## src/rtl/load_store_unit.sv

```systemverilog
// Load/store unit: drives a word-organised single-port RAM from pipeline requests,
// adding sign/zero extension, splitting of word-crossing accesses and a response pulse.
module load_store_unit #(
   parameter int XLEN             = 32,
   parameter bit SPLIT_MISALIGNED = 1'b1
) (
   input  logic            clock,
   input  logic            reset_n,
   input  logic            req_valid,
   output logic            req_ready,
   input  logic            req_is_store,
   input  logic [XLEN-1:0] req_addr,
   input  logic [XLEN-1:0] req_wdata,
   input  logic [1:0]      req_width,
   input  logic            req_unsigned,
   output logic            resp_valid,
   output logic [XLEN-1:0] resp_rdata,
   output logic            resp_error,
   output logic [XLEN-1:0] mem_addr,
   output logic [XLEN-1:0] mem_w_data,
   output logic [1:0]      mem_w_width,
   output logic            mem_w_enable,
   input  logic [XLEN-1:0] mem_r_data
);

   typedef enum logic [1:0] {
      WRITE_BYTE     = 2'b00,
      WRITE_HALFWORD = 2'b01,
      WRITE_WORD     = 2'b10
   } write_width_t;

   typedef enum logic [1:0] {
      S_IDLE,
      S_LOAD_HI,
      S_ST_BYTES
   } state_t;

   state_t          r_state;
   state_t          w_stateNext;
   logic [XLEN-1:0] r_addr;
   logic [XLEN-1:0] r_wdata;
   logic [XLEN-1:0] r_lo;
   logic [2:0]      r_size;
   logic [2:0]      r_idx;
   logic            r_unsigned;
   logic            r_respPend;
   logic            r_respLoad;
   logic            r_respErr;
   logic            r_respCross;

   logic            w_pendNext;
   logic            w_pendLoad;
   logic            w_pendErr;
   logic            w_pendCross;
   logic            w_wen;
   logic [2:0]      w_size;
   logic            w_legal;
   logic            w_cross;
   logic            w_accept;
   logic [XLEN-1:0] w_nextWord;
   logic [XLEN-1:0] w_merged;
   logic [XLEN-1:0] w_raw;
   logic [XLEN-1:0] w_ext;

   always_comb begin
      w_size  = 3'd0;
      w_legal = 1'b1;
      case (req_width)
         WRITE_BYTE:     w_size = 3'd1;
         WRITE_HALFWORD: w_size = 3'd2;
         WRITE_WORD:     w_size = 3'd4;
         default:        w_legal = 1'b0;
      endcase
   end

   assign w_cross    = ({2'b00, req_addr[1:0]} + {1'b0, w_size}) > 4'd4;
   assign req_ready  = (r_state == S_IDLE);
   assign w_accept   = req_valid && req_ready;
   assign w_nextWord = {r_addr[XLEN-1:2], 2'b00} + XLEN'(4);

   // The first RAM access of every request comes straight from the req_* inputs.
   always_comb begin
      w_stateNext = r_state;
      w_pendNext  = 1'b0;
      w_pendLoad  = 1'b0;
      w_pendErr   = 1'b0;
      w_pendCross = 1'b0;
      w_wen       = 1'b0;
      mem_addr    = req_addr;
      mem_w_data  = req_wdata;
      mem_w_width = req_width;
      case (r_state)
         S_IDLE: begin
            if (req_valid) begin
               if (!w_legal || (w_cross && !SPLIT_MISALIGNED)) begin
                  w_pendNext = 1'b1;
                  w_pendErr  = 1'b1;
               end else if (!w_cross) begin
                  w_pendNext = 1'b1;
                  w_pendLoad = !req_is_store;
                  w_wen      = req_is_store;
               end else if (!req_is_store) begin
                  w_stateNext = S_LOAD_HI;
               end else begin
                  w_wen       = 1'b1;
                  mem_w_width = WRITE_BYTE;
                  w_stateNext = S_ST_BYTES;
               end
            end
         end
         S_LOAD_HI: begin
            mem_addr    = w_nextWord;
            w_stateNext = S_IDLE;
            w_pendNext  = 1'b1;
            w_pendLoad  = 1'b1;
            w_pendCross = 1'b1;
         end
         S_ST_BYTES: begin
            mem_addr    = r_addr + XLEN'(r_idx);
            mem_w_data  = r_wdata >> {r_idx, 3'b000};
            mem_w_width = WRITE_BYTE;
            w_wen       = 1'b1;
            if (r_idx == r_size - 3'd1) begin
               w_stateNext = S_IDLE;
               w_pendNext  = 1'b1;
            end
         end
         default: w_stateNext = S_IDLE;
      endcase
   end

   assign mem_w_enable = w_wen & reset_n;

   always_ff @(posedge clock or negedge reset_n) begin
      if (!reset_n) r_state <= S_IDLE;
      else          r_state <= w_stateNext;
   end

   always_ff @(posedge clock or negedge reset_n) begin
      if (!reset_n) begin
         r_respPend  <= 1'b0;
         r_respLoad  <= 1'b0;
         r_respErr   <= 1'b0;
         r_respCross <= 1'b0;
         r_addr      <= '0;
         r_wdata     <= '0;
         r_lo        <= '0;
         r_size      <= 3'd0;
         r_idx       <= 3'd0;
         r_unsigned  <= 1'b0;
      end else begin
         r_respPend  <= w_pendNext;
         r_respLoad  <= w_pendLoad;
         r_respErr   <= w_pendErr;
         r_respCross <= w_pendCross;
         if (w_accept) begin
            r_addr     <= req_addr;
            r_wdata    <= req_wdata;
            r_size     <= w_size;
            r_unsigned <= req_unsigned;
            r_idx      <= 3'd1;
         end else if (r_state == S_ST_BYTES) begin
            r_idx <= r_idx + 3'd1;
         end
         if (r_state == S_LOAD_HI) r_lo <= mem_r_data;
      end
   end

   // The low read already arrives shifted down with zero-filled top bytes, so OR merges cleanly.
   assign w_merged = r_lo | (mem_r_data << {(3'd4 - {1'b0, r_addr[1:0]}), 3'b000});
   assign w_raw    = r_respCross ? w_merged : mem_r_data;

   always_comb begin
      case (r_size)
         3'd1:    w_ext = {{(XLEN-8){~r_unsigned & w_raw[7]}}, w_raw[7:0]};
         3'd2:    w_ext = {{(XLEN-16){~r_unsigned & w_raw[15]}}, w_raw[15:0]};
         default: w_ext = w_raw;
      endcase
   end

   assign resp_valid = r_respPend;
   assign resp_error = r_respPend & r_respErr;
   assign resp_rdata = (r_respPend && r_respLoad) ? w_ext : '0;

endmodule
```

## config.mk

```make
export PLATFORM = sky130hd
export DESIGN_NAME = load_store_unit
export DESIGN_NICKNAME = d
export VERILOG_FILES = /design/src/rtl/load_store_unit.sv
export SDC_FILE = /design/constraint.sdc
export NUM_CORES = 1
export LEC_CHECK = 0
export CAP_MARGIN = 20
export CELL_PAD_IN_SITES_DETAIL_PLACEMENT = 1
export CELL_PAD_IN_SITES_GLOBAL_PLACEMENT = 2
export CORE_MARGIN = 2
export CORE_UTILIZATION = 31
export DETAILED_ROUTE_END_ITERATION = 16
export HOLD_SLACK_MARGIN = 0.05
export PLACE_DENSITY = 0.94
export SLEW_MARGIN = 40
export SYNTH_ARGS = -nofsm -noshare
export SYNTH_HDL_FRONTEND = slang
export SYNTH_SLANG_ARGS = --single-unit
```

## constraint.sdc

```tcl
create_clock -name clock -period 9.68 [get_ports clock]
set_clock_uncertainty 0.1 [all_clocks]
set_input_delay 2.42 -clock clock [delete_from_list [all_inputs] [get_ports clock]]
set_output_delay 2.42 -clock clock [all_outputs]
set_load 0.005 [all_outputs]
```

; After elaboration in Yosys (flattened, before gate mapping)
; Index checks and enable logic that the tools add are counted.
; W data, S select, Z words.
[totals]
regBits = 109
input_bits = 103
out_inout_bits = 102
[classes]
n_addsub = 6
magnitude_cmp = 1
n_eq_ne = 11
n_shift = 2
mux = 38
bitwise = 6
reduce_logical = 8
[op_table]
columns = cell, count
row1 = $pmux W32 S2, 2
row2 = $mux W32, 3
row3 = $add A32 B3 Y32, 1
row4 = $add A32 B3 Y32 const B, 1
row5 = $or A32 B32 Y32, 1
row6 = $shl A32 B6 Y32, 1
row7 = $shr A32 B6 Y32, 1
row8 = $mux W2, 9
row9 = $mux W1, 16
row10 = $pmux W3 S3, 1
row11 = $pmux W2 S2, 2
row12 = $mux W3, 2
row13 = $add A2 B3 Y4, 1
row14 = $and A1 B1 Y1, 4
row15 = $eq A2 B1 Y1 const B, 2
row16 = $eq A2 B2 Y1 const B, 2
row17 = $gt A4 B3 Y1 const B, 1
row18 = $logic_not A2 Y1, 2
row19 = $ne A2 B1 Y1 const B, 2
row20 = $ne A2 B2 Y1 const B, 2
row21 = $pmux W1 S2, 2
row22 = $reduce_and A4 Y1, 1
row23 = $add A3 B1 Y3 const B, 1
row24 = $eq A3 B1 Y1 const B, 1
row25 = other kinds (10), 11

; Depth between registers and ports, before layout
[logic_depth]
ltp_word = 9
depth_mapped = 10

; Least setup slack after synthesis
; No wires, ideal clock.
[synth_timing]
path_kind = input -> output
startpoint = input mem_r_data[7]
endpoint = output resp_rdata[21]
arrival_ns = 3.985
slack_ns = 3.175
cell_stages = 6
n_path_buf = 1
path_cell_list = or4b_4 a2111oi_4 o21bai_2 a32oi_4 buf_6 a31oi_2
[synth_between]
elab_chain_cells = 6
word_cells_on_any_way = 7
[synth_lines]
columns = element, line_no
row1 = "start, declared", 23  ; input logic [XLEN-1:0] mem_r_data
row2 = $shl A32 B6 Y32, 170  ; assign w_merged = r_lo | (mem_r_data << {(3'd4 - {1'b0, r_addr[1:0]}), 3'b000});
row3 = $or A32 B32 Y32, 170
row4 = $mux W32 *, 171  ; assign w_raw = r_respCross ? w_merged : mem_r_data;
row5 = $and A1 B1 Y1 (on tied branches), "176, 175"
row6 = $pmux W32 S2 *, 174  ; case (r_size)
row7 = $mux W32 *, 183  ; assign resp_rdata = (r_respPend && r_respLoad) ? w_ext : '0;
row8 = "end, declared", 17  ; output logic [XLEN-1:0] resp_rdata,
; Mark *: on every way between the ends. The rest lies on a longest branch, timed or not.

; Worst setup path after layout
[layout_timing]
startpoint = input mem_r_data[7]
endpoint = output resp_rdata[17]
; The elaborated chain is that of the path after synthesis.

==> key figures <==
Synth
  • Sequential area share after synthesis: about 34%
  • Synth Area per Inst: 8.117 um2
  • Yosys synthesis warning count: 0
  • FFs w/ async S/R, synth: 100.0%
  • Mapped Cells: roughly 980
  • Main flop type after synthesis: dfrtp_1
  • Net count after synthesis: around 1100
  • Yosys cell types: slightly above 70
  • EDFF count, synth: 0
  • Mapped Area: just under 8000 um2
  • Synth Register Bits: 109

Setup path
  • Critical-path maximum fanout: 16
  • FF-to-FF Start: r_state[1]$_DFFE_PN0P_
  • Top Family by Delay on Critical Path: compound AO/OA/AOI/OAI gates
  • Crit Path Class: in2out
  • Arrival time of the worst setup path: between 5 and 6 ns
  • Most common cell on crit path: clkdlybuf4s50_1
  • CP peak stage delay: between 0.5 and 0.6 ns
  • Crit path buf inv count: 2
  • CP startpoint: mem_r_data[7]
  • Critical Path, Cell by Cell: clkdlybuf4s50_1, or4b_4, a2111oi_4, o21bai_2, a32oi_4, a31oi_1, clkdlybuf4s50_1
  • CP endpoint kind: primary output
  • Worst EP required: approximately 7.2 ns
  • Slowest CP cell: clkdlybuf4s50_1
  • Setup crit start kind: input pin

Die
  • Die Wd: roughly 160 um
  • Chip Height: approximately 160 um
  • Die area: approximately 27000 um2
  • # IOs: between 200 and 250
  • Row count: between 50 and 60
  • Starting density of the core: about a third
  • Core Footprint: between 20000 and 30000 um2

Route
  • Vias per cell: between 5 and 6
  • Drt wl/cell: about 20 um
  • DRT Wirelength: slightly below 30 mm
  • DRC viols: 0
  • Final antenna-violating net count: 0
  • Via Count: about 8200
  • Drt pass-1 iters: 5
  • DR iter-0 viols: ~560

Clock tree
  • Clock latency on the worst-skew pair: 0.36 ns
  • Clock buffer depth: 2
  • Num CTS Buffers: 9
  • CTS tree: done
  • Clock sinks: around 110
  • CTS Root Cell: clkbuf_16
  • Post-CTS repair timing setup buffer count: 0
  • Hold-fix buffers, CTS: 0
  • H-tree depth: 3
  • Post_cts resized: 0
  • CTS clk-pin slew, worst paths: approximately 0.080 ns

STA
  • Max Slew Vio Count: 0
  • Fin Setup TNS: 0 ns
  • F_max: approximately 0.13 GHz
  • Final min period: slightly below 8 ns
  • Final period util: about four fifths
  • Slew @ Worst Pin: 0.8265 ns
  • RSZ-0062 raised after global routing: no
  • Max-slew headroom: 44.90%
  • Final hold violations: 0
  • Final count of negative-setup-slack endpoints: 0

Cells and area
  • Layout cells sized above 1: 8.091%
  • Final net count: between 1000 and 1500
  • ANT cells: 0
  • Most frequent cells in the layout: nand2_1 (235), clkdlybuf4s50_1 (203), dfrtp_1 (109), nor2_1 (73), o21ai_0 (50)
  • Commonest non-fill, non-tap cell in the layout: nand2_1
  • Area growth syn-to-layout: 32.89%
  • Fillers: 2971
  • Fin util: between 40% and 50%

GRT
  • GRT busiest layer: met2
  • GRT Util Overall: between 20% and 30%
  • Global-route wire length before repair: between 40 and 50 mm
  • GRT met3 Usage: 3.030%
  • Gr ovfl total: 0
  • Antenna violations before repair: 0
  • Largest net degree at the start of global routing: 77
  • Met1 Use GR: between 30% and 40%
  • Vias in the first global route: between 8000 and 9000
  • Met2 usage: between 30% and 40%

Min path
  • Tightest Hold Check Type: reg2reg
  • Min-delay src: r_wdata[0]$_DFFE_PN0P_

Placement
  • DP HPWL: 21.34 mm
  • Port Buffers: ~200
  • Final RePlAce weighted congestion: about 0.9

Power
  • Power Total: between 3 and 4 mW
  • Power per cell area: roughly 320 nW/um2
  • Switching Share: 45.83%
  • Sw Pwr: 1.555 mW
  • Comb power frac: between 60% and 70%
  • Flop pwr share: between 20% and 30%
  • Pint: between 1.5 and 2 mW
  • P_leak: between 4 and 5 nW
  • Clock network power share: around an eighth
  • Maximum vdd drop: 127.3 uV

Run
  • MaxCap Viol Count: 0

Status
  • Status: complete, no violations
==> through the flow <==
step | area [um2] | instances | worst slack (ns) | hold WS (ns)
2_1_floorplan | 7939 | 978 | 3.175 | 0.3450
5_1_grt | 10550 | 1467 | 1.754 | 0.4103
6_report | 10550 | 1467 | 1.900 | 0.3812
3_3_place_gp | 10210 | 1451 | 2.008 | 0.3612
4_1_cts | 10540 | 1467 | 1.909 | 0.3886
3_5_place_dp | 10230 | 1451 | 1.913 | 0.3643
==> power by group through the flow <==
stage	combinational [mW]	clock [mW]	sequential (mW)
3_5_place_dp	2.06	0	0.943
4_1_cts	2.07	0.414	0.937
2_1_floorplan	1.28	0	0.818
6_report	2.05	0.401	0.945
5_1_grt	2.26	0.428	0.976
3_3_place_gp	2.00	0	0.933
==> cell usage after synthesis, types with 4 or more instances <==
cell	count	area, um2
nand2_1	236	885.9
dfrtp_1	109	2728
nor2_1	73	274.0
clkbuf_1	57	214.0
o21ai_0	50	250.2
a21oi_1	45	225.2
mux2_2	42	473.0
mux2i_1	29	290.3
inv_1	25	93.84
nand4_1	23	143.9
a22o_1	22	192.7
a22oi_1	18	135.1
ha_1	15	187.7
o2bb2ai_1	15	131.4
nand3_1	14	70.07
a31oi_1	13	81.33
buf_1	13	48.80
a221o_1	11	110.1
nor3_1	10	50.05
a31oi_2	9	112.6
nand2b_1	9	56.30
o21ai_1	9	45.04
a211oi_1	8	60.06
a21o_1	8	60.06
a32o_1	8	80.08
and4_1	8	70.07
nor2b_1	6	37.54
a221oi_1	5	43.79
nor4_1	5	31.28
o211ai_1	5	37.54
o31ai_1	5	37.54
a311oi_1	4	35.03
and3_1	4	25.02
==> path summary, 6_finish.rpt <==
kind	to	depth (start not counted)	slack, ns
worst max-delay path	resp_rdata[17]	7	1.90
worst min-delay path	r_wdata[0]$_DFFE_PN0P_	2	0.38
worst max register to register	r_size[0]$_DFFE_PN0P_	5	7.58
worst min register to register	r_wdata[0]$_DFFE_PN0P_	2	0.38
max in group asynchronous	r_lo[17]$_DFFE_PN0P_	2	6.37
min in group asynchronous	r_size[0]$_DFFE_PN0P_	1	1.92
==> state kept, by name, indices dropped and copies added, names as in the netlist, 2 cells and up <==
name / count
r_idx: 3
r_addr: 32
r_lo: 32
r_wdata: 32
r_state: 2
r_size: 3
==> cells by family after synthesis <==
logic type	share of synthesized area, %
fa+ha+maj	2.868
xor+xnor	0.8511
simple gates	21.99
mux	9.756
buf+inv	4.775
flops	34.36
compound gates	25.41
==> worst reg2reg max path: cells and delay by family, from the launching register on <==
| kind | cells | cell delay [ns] |
|---|---|---|
| buf+inv | 2 | 0.63 |
| flops | 1 | 0.46 |
| mux | 1 | 0.44 |
| fa+ha+maj | 1 | 0.18 |
| simple gates | 1 | 0.18 |
==> metal layers <==
layer / vias up / wire (um)
li1: 3869 / -
met1: 4029 / 13610
met2: 262 / 14080
met3: 28 / 1633
met4: 0 / 450
met5: - / 0
==> final cells by class <==
| type | instances | area, um2 | share of cell area (%) |
|---|---|---|---|
| Tap cell | 330 | 412.9 | 3.914 |
| Sequential cell | 109 | 2728 | 25.85 |
| Timing Repair Buffer | 214 | 2122 | 20.11 |
| Clock buffer | 9 | 225.2 | 2.135 |
| Multi-Input combinational cell | 770 | 4873 | 46.19 |
| Inverter | 28 | 105.1 | 0.9962 |
| Clock inverter | 7 | 83.83 | 0.7946 |
Note: power is estimated with default switching activity, not from simulation.
